[config.mk]
export PLATFORM = sky130hd
export DESIGN_NAME = stream_fifo
export DESIGN_NICKNAME = d
export VERILOG_FILES = /design/src/rtl/test_stream_server_fifo.sv
export SDC_FILE = /design/constraint.sdc
export NUM_CORES = 1
export LEC_CHECK = 0
export BUFFER_PORTS_ARGS = -buffer_cell sky130_fd_sc_hd__clkbuf_2
export CORE_MARGIN = 2
export CORE_UTILIZATION = 58
export CTS_CLUSTER_DIAMETER = 80
export DETAILED_ROUTE_END_ITERATION = 8
export PLACE_DENSITY = 0.9
export SYNTH_ARGS = -nofsm -noshare
export SYNTH_HDL_FRONTEND = slang
export SYNTH_SLANG_ARGS = --single-unit
[constraint.sdc]
create_clock -name i_clk -period 3.6 [get_ports i_clk]
set_input_delay 0.36 -clock i_clk [delete_from_list [all_inputs] [get_ports i_clk]]
set_output_delay 0.36 -clock i_clk [all_outputs]
set_load 0.005 [all_outputs]
[src/rtl/test_stream_server_fifo.sv]
// rtl/test_stream_server_fifo.sv - stream_fifo: output buffer with extra-MSB pointers
module stream_fifo #(
  parameter int WIDTH = 8,
  parameter int DEPTH = 8
) (
  input  logic                       i_clk,
  input  logic                       i_areset,
  input  logic                       i_push,
  input  logic [WIDTH-1:0]           i_data,
  input  logic                       i_pop,
  output logic [WIDTH-1:0]           o_data,
  output logic                       o_full,
  output logic                       o_empty,
  output logic [$clog2(DEPTH):0]     o_count
);

  localparam int AW = $clog2(DEPTH);

  logic [WIDTH-1:0] mem_q [DEPTH];
  logic [AW:0]      wptr_q;
  logic [AW:0]      rptr_q;
  logic             do_pop;
  logic             do_push;

  assign o_empty = (wptr_q == rptr_q);
  assign o_full  = (wptr_q[AW] != rptr_q[AW]) && (wptr_q[AW-1:0] == rptr_q[AW-1:0]);
  assign o_count = wptr_q - rptr_q;
  assign o_data  = mem_q[rptr_q[AW-1:0]];

  // A push into a full FIFO is accepted when a pop frees the slot in the same cycle.
  assign do_pop  = i_pop & ~o_empty;
  assign do_push = i_push & (~o_full | do_pop);

  always_ff @(posedge i_clk or posedge i_areset) begin
    if (i_areset) begin
      wptr_q <= '0;
      rptr_q <= '0;
    end else begin
      if (do_push) wptr_q <= wptr_q + 1'b1;
      if (do_pop)  rptr_q <= rptr_q + 1'b1;
    end
  end

  always_ff @(posedge i_clk) begin
    if (do_push) mem_q[wptr_q[AW-1:0]] <= i_data;
  end

endmodule

# Word level (Yosys, flattened, before mapping)

Memories as Yosys holds them, arrays and structs flattened.
Cells that the tools add are included.

Output and inout bits: 14
Input port bits: 12
Register bits after elaboration: 8
Memories: 1
Word-level logic and storage cells: 17
Bits in writable memories: 64

Reductions and logical operators: 1
Bitwise operators: 5
Add/sub/neg operators: 3
Mux-type cells: 2
Equality and inequality tests: 3

Memories:

| name  | depth | width | rd ports | clocked after Yosys merged registers in | write ports | RTL line | text |
|---|---|---|---|---|---|---|---|
| mem_q | 8     | 8     | 1        | 0                                       | 1           | 19       | `logic [WIDTH-1:0] mem_q [DEPTH];` |

Operators with widths:

| operator              | count |
|---|---|
| $add A4 B1 Y4 const B | 2 |
| $eq A4 B4 Y1          | 1 |
| $sub A4 B4 Y4         | 1 |
| $eq A3 B3 Y1          | 1 |
| $and A1 B1 Y1         | 2 |
| $mux W1               | 2 |
| $not A1 Y1            | 2 |
| $logic_and A1 B1 Y1   | 1 |
| $ne A1 B1 Y1          | 1 |
| $or A1 B1 Y1          | 1 |

# Longest topological paths before layout

Gate-level depths: netlist of the first run.

Word-level depth: 7
Mapped depth: 8
Mapped depth without buffers: 6

# Worst setup path after synthesis of the first run

No wires, ideal clock.

Path type: register to register
From: reg rptr_q[1]
To: mem mem_q[1][0] (enable)
Setup slack: 0.902 ns
Setup time: 0.395 ns
Data arrival time: 2.303 ns
Period minus slack after synthesis: 2.698 ns
Stages on the path, launching flop included: 8
Path through: dfrtp_1 -> buf_2 -> buf_2 -> inv_1 -> ha_1 -> nand3_1 -> nor3_1 -> nor4_1

Longest elaborated chain between the ends: 7
Elaborated cells between the ends (all ways): 10
Classes of those cells: eq/ne: 2; mux: 2; bitwise: 5; reduce/logical: 1

Ends and longest elaborated chain:

| what                                                     | RTL line | text |
|---|---|---|
| start: declaration                                       | 21       | `logic [AW:0] rptr_q;` |
| start signal: assignment                                 | 40       | `if (do_pop) rptr_q <= rptr_q + 1'b1;` |
| $eq A4 B4 Y1 / $eq A3 B3 Y1 (equally long branches)      | 25, 26   |  |
| $not A1 Y1 / $logic_and A1 B1 Y1 (equally long branches) | 31, 26   |  |
| $and A1 B1 Y1 / $not A1 Y1 (equally long branches)       | 31, 32   |  |
| $or A1 B1 Y1 *                                           | 32       | `assign do_push = i_push & (~o_full \| do_pop);` |
| $and A1 B1 Y1 *                                          | 32       |  |
| $mux W1 *                                                | 45       | `if (do_push) mem_q[wptr_q[AW-1:0]] <= i_data;` |
| $mux W1 (implied by the code) *                          | 45       |  |
| end: declaration                                         | 19       |  |

Mark *: on every way between the ends. The rest lies on a longest branch, timed or not.

# Worst setup path after layout of the first run

From: reg rptr_q[2]
To: mem mem_q[0][7] (enable)

The elaborated chain is that of the path after synthesis.

==> metrics.md, run 1 <==
| Metric | Value |
|---|---|
| Crit Path Class | `reg -> reg` |
| Die width | `75.7 um` |
| Post_cts resized | `0` |
| DR WL/cell | `19.1 um` |
| Commonest non-fill, non-tap cell in the layout | `edfxtp_1` |
| Vias in the first global route | `roughly 1,600` |
| Most frequent cells in the layout | `edfxtp_1, nand2_1, clkbuf_2` |
| FF-to-FF Start | `rptr_q[2]` |
| Slew Viols, Final | `0` |
| Maximum VDD drop | `0.515 mV` |
| Synth warn | `0` |
| Worst hold path endpoint | `mem_q[7][6]` |
| Drt drc | `0` |
| Leakage | `1.24 nW` |
| Share of cells above drive strength 1 | `0.319` |
| Pint | `1.84 mW` |
| Post-Synth XOR/XNOR Area | `0.0319` |
| Worst min path class | `in -> reg` |
| Mapped Avg Cell Area | `17.6 sq um` |
| Worst-case reg-to-reg path depth | `5` |
| Remaining global-route overflow | `0` |
| Worst path required time | `roughly 3600 ps` |
| First-pass DRT Iterations | `4` |
| Biggest area consumer among synthesized cells | `edfxtp_1` |
| Final setup TNS | `0 ps` |
| CTS root buffer | `clkbuf_8` |
| Overall routing resource usage | `0.220` |
| CP Launch Type | `flip-flop` |
| Initial antenna violation count | `0` |
| Post-synth top area share | `0.644` |
| Hold Path Origin | `i_data[6]` |
| Initial DRC Count | `approximately 130` |
| Hpwl dp | `3820 um` |
| Net Switching | `about 970 uW` |
| Placement Cell Area | `3210 sq um` |
| Mux cell area share after synthesis | `0.130` |
| Comb pwr share | `0.393` |
| Routability cong. | `0.770` |
| Compound-cell area share of the yosys netlist | `0.0101` |
| Max-cap violations | `0` |
| CP Max Fanout | `10` |
| Die Area | `approximately 5700 sq um` |
| Vias/cell | `5.50` |
| Pwr dens | `just over 800 nW/um^2` |
| RSZ-0062 raised after global routing | `false` |
| Final WL | `5360 um` |
| Worst Clk Skew | `3.72 ps` |
| Final net count | `approximately 220` |
| Met3 WL post-DR | `242 um` |
| Hold Crit Depth | `1` |
| Post-synth net total | `roughly 190` |
| Rel. slew slack | `0.216` |
| Sequential fraction of design power | `0.423` |
| Final period utilization | `0.778` |
| Synth top area cells | `edfxtp_1, mux4_2, dfrtp_1, nand2_1, ha_1` |
| Clock buffer depth | `2` |
| Critical path endpoint category | `flip-flop` |
| Max Used Layer | `met4` |
| Met2 WL | `2560 um` |
| Netlist cell types | `26` |
| Number of cell rows | `26` |
| Worst-skew pair later-pin latency | `330 ps` |
| Global-route wire length before repair | `between 8000 and 9000 um` |
| CTS tree | `done` |
| Maximum operating frequency | `about 360 MHz` |
| Synth-to-Final Area Change | `13.3%` |
| Starting Density | `0.592` |
| Post-route cell area | `3380 sq um` |
| Gate Count Post-Synth | `170` |
| Seq cells post-synth | `~70` |
| DR vias | `roughly 1,500` |
| Die Ht | `75.7 um` |
| Post-Synth Adder-Cell Area | `0.0277` |
| DRT antenna net count | `0` |
| CTS Buf Count | `9` |
| CTS clock-pin slew for the worst setup and hold paths | `70 ps` |
| IO buf count | `25` |
| Setup Viol. Count Final | `0` |
| Sinks on Clock Net | `72` |
| Sw Share | `0.346` |
| Core footprint | `5040 sq um` |
| Power share of the clock group | `0.184` |
| Max H-tree Level | `3` |
| IO Pins | `26` |
| Status | `completed` |
| Post-synthesis simple-gate area fraction | `0.0687` |
| Final Hold Fails | `0` |
| Arrival time at the worst endpoint | `~2800 ps` |
| Worst-Margin Slew | `1170 ps` |
| Sequential element share of the synthesized area | `0.711` |
| Post-Syn Area | `2990 sq um` |
| N_diodes | `0` |
| Largest family of logic cells by synthesized area | `multiplexers` |
| Worst r2r dst | `mem_q[0][7]` |
| WL met1 | `2460 um` |
| Tmin final | `2800 ps` |
| R2R Setup Slk | `800 ps` |
| Largest net degree at the start of global routing | `21` |
| CP Launch Point | `rptr_q[2]` |
-- logic make-up after synthesis --
family / count (synthesis)
and+or+nand+nor: 46
adders and majority gates: 6
buffers and inverters: 14
xor gates and xnor gates: 10
DFF: 72
muxes: 18
AOI/OAI and AO/OA: 4
-- stage by stage --
stage | hold slack, ps | util | power [mW] | worst slack [ps] | cells
4_1_cts | 296 | 0.671 | 2.84 | 788 | 280
3_5_place_dp | 306 | 0.637 | 2.32 | 779 | 264
5_1_grt | 311 | 0.671 | 2.98 | 591 | 280
2_1_floorplan | 176 | - | 1.93 | 902 | 170
3_3_place_gp | 301 | 0.637 | 2.28 | 937 | 264
6_report | 312 | 0.671 | 2.81 | 801 | 280
-- flip-flops by register name, indices dropped and copies added (netlist names) --
| register | flops |
|---|---|
| wptr_q | 4 |
| mem_q | 64 |
| rptr_q | 4 |
-- routing by layer --
metal | up-vias | global-route usage
met5 | - | 0
met4 | 0 | 0.125
met3 | 12 | 0.0661
met2 | 42 | 0.301
met1 | 771 | 0.320
li1 | 714 | -
-- cells in the mapped netlist --
| master | count |
|---|---|
| buf_6 | 1 |
| mux4_2 | 16 |
| xnor2_1 | 6 |
| inv_2 | 1 |
| buf_2 | 3 |
| nor2_1 | 6 |
| mux2_1 | 1 |
| mux2_4 | 1 |
| nor4_1 | 2 |
| a21o_1 | 1 |
| xnor2_2 | 1 |
| nand3_1 | 5 |
| a21oi_1 | 1 |
| inv_1 | 8 |
| nand2_1 | 26 |
| nand2_4 | 1 |
| edfxtp_1 | 64 |
| dfrtp_1 | 8 |
| xor2_1 | 3 |
| o31ai_2 | 1 |
| or3_4 | 1 |
| nor3_1 | 5 |
| clkbuf_1 | 1 |
| o21ai_1 | 1 |
| fa_1 | 1 |
| ha_1 | 5 |
-- worst max-delay path, cell delays in order, from the launching register on --
cell and delay, ps:
dfrtp_1 530, inv_2 170, ha_1 360, nand3_1 240
nor3_1 150, nor3_1 950
-- what timing repair did --
action,in CTS,in global routing
endpoints found under the hold margin,8,0
buffers inserted,0,0
setup endpoints to repair,0,0
hold buffers,1,0
-- area by class of cell --
type	instances	area, sq um
flip-flops and latches	72	2120
fillers	329	1660
multi-input cells	84	812
repair buffers	30	165
clock buffers	9	124
well taps	70	87.6
clock inverters	6	37.5
inverters	9	33.8
-- power by group through the flow --
stage,Clock [mW],Sequential [mW],Combinational [mW]
final,0.516,1.19,1.10
after global routing,0.562,1.20,1.22
after CTS,0.529,1.19,1.12
after detailed placement,0,1.20,1.11
after global placement,0,1.19,1.09
after floorplan,0,1.16,0.769
-- worst max path at each step --
stage | to | slack, ps | cells after the start
6_report | mem_q[0][7] | 800 | 5
5_1_grt | mem_q[3][7] | 590 | 5
3_3_place_gp | mem_q[3][0] | 940 | 5
3_5_place_dp | mem_q[0][6] | 780 | 5
2_1_floorplan | mem_q[1][0] | 900 | 7
4_1_cts | mem_q[0][7] | 790 | 5
Note: power is estimated with default switching activity, not from simulation.
==> run 2: changes to the inputs <==
--- a/config.mk
+++ b/config.mk
@@ -7,10 +7,10 @@
 export LEC_CHECK = 0
 export BUFFER_PORTS_ARGS = -buffer_cell sky130_fd_sc_hd__clkbuf_2
 export CORE_MARGIN = 2
-export CORE_UTILIZATION = 58
+export CORE_UTILIZATION = 53
 export CTS_CLUSTER_DIAMETER = 80
 export DETAILED_ROUTE_END_ITERATION = 8
-export PLACE_DENSITY = 0.9
+export PLACE_DENSITY = 0.87
 export SYNTH_ARGS = -nofsm -noshare
 export SYNTH_HDL_FRONTEND = slang
 export SYNTH_SLANG_ARGS = --single-unit
==> constraint.sdc (replaced) <==
create_clock -name i_clk -period 2.48 [get_ports i_clk]
set_input_delay 0.248 -clock i_clk [delete_from_list [all_inputs] [get_ports i_clk]]
set_output_delay 0.248 -clock i_clk [all_outputs]
set_load 0.005 [all_outputs]
==> run 2 against run 1 <==
Utilization down 4.5 points. Critical path type unchanged. Critical endpoint is now mem_q[3][4]. Maximum frequency up 24%. Combinational power up 55%. Largest power group is now combinational cells.
==> metrics.md, run 2 (synthesis results as in run 1) <==
| Metric | Value |
|---|---|
| Worst-Margin Slew | `1130 ps` |
| Die Area | `6250 sq um` |
| Setup Viol. Count Final | `0` |
| Worst path required time | `about 2400 ps` |
| Max H-tree Level | `3` |
| DR WL/cell | `roughly 17 um` |
| Most used cell along the critical path | `nor3_1` |
| Number of cell rows | `27` |
| Worst path max stage delay | `920 ps` |
| Leakage | `between 1 and 1.5 nW` |
| Overall routing resource usage | `0.184` |
| Final WS setup | `229 ps` |
| Worst-skew pair later-pin latency | `330 ps` |
| Final net count | `~230` |
| Most frequent cells in the layout | `edfxtp_1, nand2_1, clkbuf_2` |
| Remaining global-route overflow | `0` |
| Commonest non-fill, non-tap cell in the layout | `edfxtp_1` |
| Final WL | `~5100 um` |
| FF-to-FF Start | `rptr_q[2]` |
| Slew Viols, Final | `0` |
| Core footprint | `5470 sq um` |
| RSZ-0062 raised after global routing | `false` |
| M1 GR Usage | `0.221` |
| Synth-to-Final Area Change | `14.8%` |
| CP Launch Point | `rptr_q[2]` |
| Global-route wire length before repair | `8180 um` |
| Starting Density | `0.545` |
| IO buf count | `25` |
| DR vias | `1,573` |
| Met2 usage | `0.314` |
| Status | `completed` |
| Drt drc | `0` |
| Initial antenna violation count | `0` |
| Hold Crit Depth | `1` |
| Vias in the first global route | `1,630` |
| Worst r2r dst | `mem_q[3][4]` |
| R2R Setup Slk | `230 ps` |
| Sinks on Clock Net | `72` |
| Crit path max-delay cell type | `nor3_1` |
| Top Usage Layer GRT | `met2` |
| Multi-input logic area | `approximately 800 sq um` |
| Share of cells above drive strength 1 | `0.320` |
| Largest net degree at the start of global routing | `21` |
| Hpwl dp | `roughly 3500 um` |
| Final Hold Fails | `0` |
| Clock buffer depth | `2` |
| CP Max Fanout | `8` |
| Area occupied by registers | `2120 sq um` |
| Crit Path Class | `reg -> reg` |
| CTS clock-pin slew for the worst setup and hold paths | `~70 ps` |
| Post_cts resized | `0` |
| Dpl ws | `243 ps` |
| Routability cong. | `0.829` |
| Post-route cell area | `3430 sq um` |
| Rel. slew slack | `0.239` |
| Worst Clk Skew | `approximately 8.5 ps` |
| Worst-path cell chain | `inv_2, ha_1, nand3_1, nor3_1, nor3_1` |
| Final period utilization | `0.908` |
| Max-cap violations | `0` |
| Maximum VDD drop | `0.563 mV` |
| Placement Cell Area | `3260 sq um` |
| Die Ht | `79.1 um` |
| Arrival time at the worst endpoint | `2190 ps` |
| Worst-case reg-to-reg path depth | `5` |
| CTS root buffer | `clkbuf_8` |
| Critical path endpoint category | `flip-flop` |
| Final setup TNS | `0 ps` |
| Grt met3 use | `0.0398` |
| Fill count | `between 300 and 400` |
| Worst min path class | `in -> reg` |
| Hold-fix buffers, CTS | `1` |
| Largest register FFs | `64` |
| CP Launch Type | `flip-flop` |
| Initial DRC Count | `138` |
| Crit path capture | `mem_q[3][4]` |
| DRT antenna net count | `0` |
| CTS tree | `done` |
| Vias/cell | `5.41` |
| Post-CTS setup buffer count | `0` |
| First-pass DRT Iterations | `5` |
| IO Pins | `26` |
| Tmin final | `2250 ps` |
| Maximum operating frequency | `444 MHz` |
| Die width | `79.1 um` |
| Pwr dens | `~1200 nW/um^2` |
| CTS Buf Count | `9` |
| N_diodes | `0` |
==> run 2: cell type report <==
cell class,count,area share
well taps,72,0.0263
clock buffers,11,0.0383
repair buffers,38,0.0657
clock inverters,5,0.00694
multi-input cells,84,0.233
flip-flops and latches,72,0.619
inverters,9,0.00986
==> run 2: worst max-delay path, delay by kind of cell (launching register included) <==
kind | cells | cell delay (ps)
fa+ha+maj | 1 | 300
buf+inv | 1 | 40
flops | 1 | 360
simple gates | 3 | 1150
==> run 2: routing by layer <==
| layer | part of all wire | vias to the layer above |
|---|---|---|
| met3 | 0.032 | 11 |
| met1 | 0.41 | 791 |
| met4 | 0.030 | 0 |
| met5 | 0 | - |
| li1 | - | 734 |
| met2 | 0.52 | 37 |
==> run 2: worst min path at each step <==
stage              start     endpoint  slack [ps]
6_report       i_data[6]  mem_q[3][6]         200
3_5_place_dp    i_areset    rptr_q[1]         190
4_1_cts        i_data[6]  mem_q[4][6]         190
5_1_grt        i_data[4]  mem_q[4][4]         200
2_1_floorplan   i_areset    rptr_q[0]          60
3_3_place_gp    i_areset    rptr_q[1]         190
==> run 2: power breakdown <==
group	switching (mW)	total, mW	internal (mW)
clock network	0.379	0.730	0.351
registers	0.0916	1.65	1.56
logic	0.874	1.70	0.822
total	1.34	4.08	2.74
==> run 2: through the flow <==
stage / utilization / hold WS, ps / power [mW] / instances
finish: 0.626 / 197 / 4.08 / 291
global route: 0.626 / 198 / 4.37 / 291
CTS: 0.626 / 189 / 4.11 / 291
detailed placement: 0.596 / 193 / 3.39 / 274
global placement: 0.596 / 190 / 3.34 / 274
floorplan: - / 63.7 / 2.80 / 170
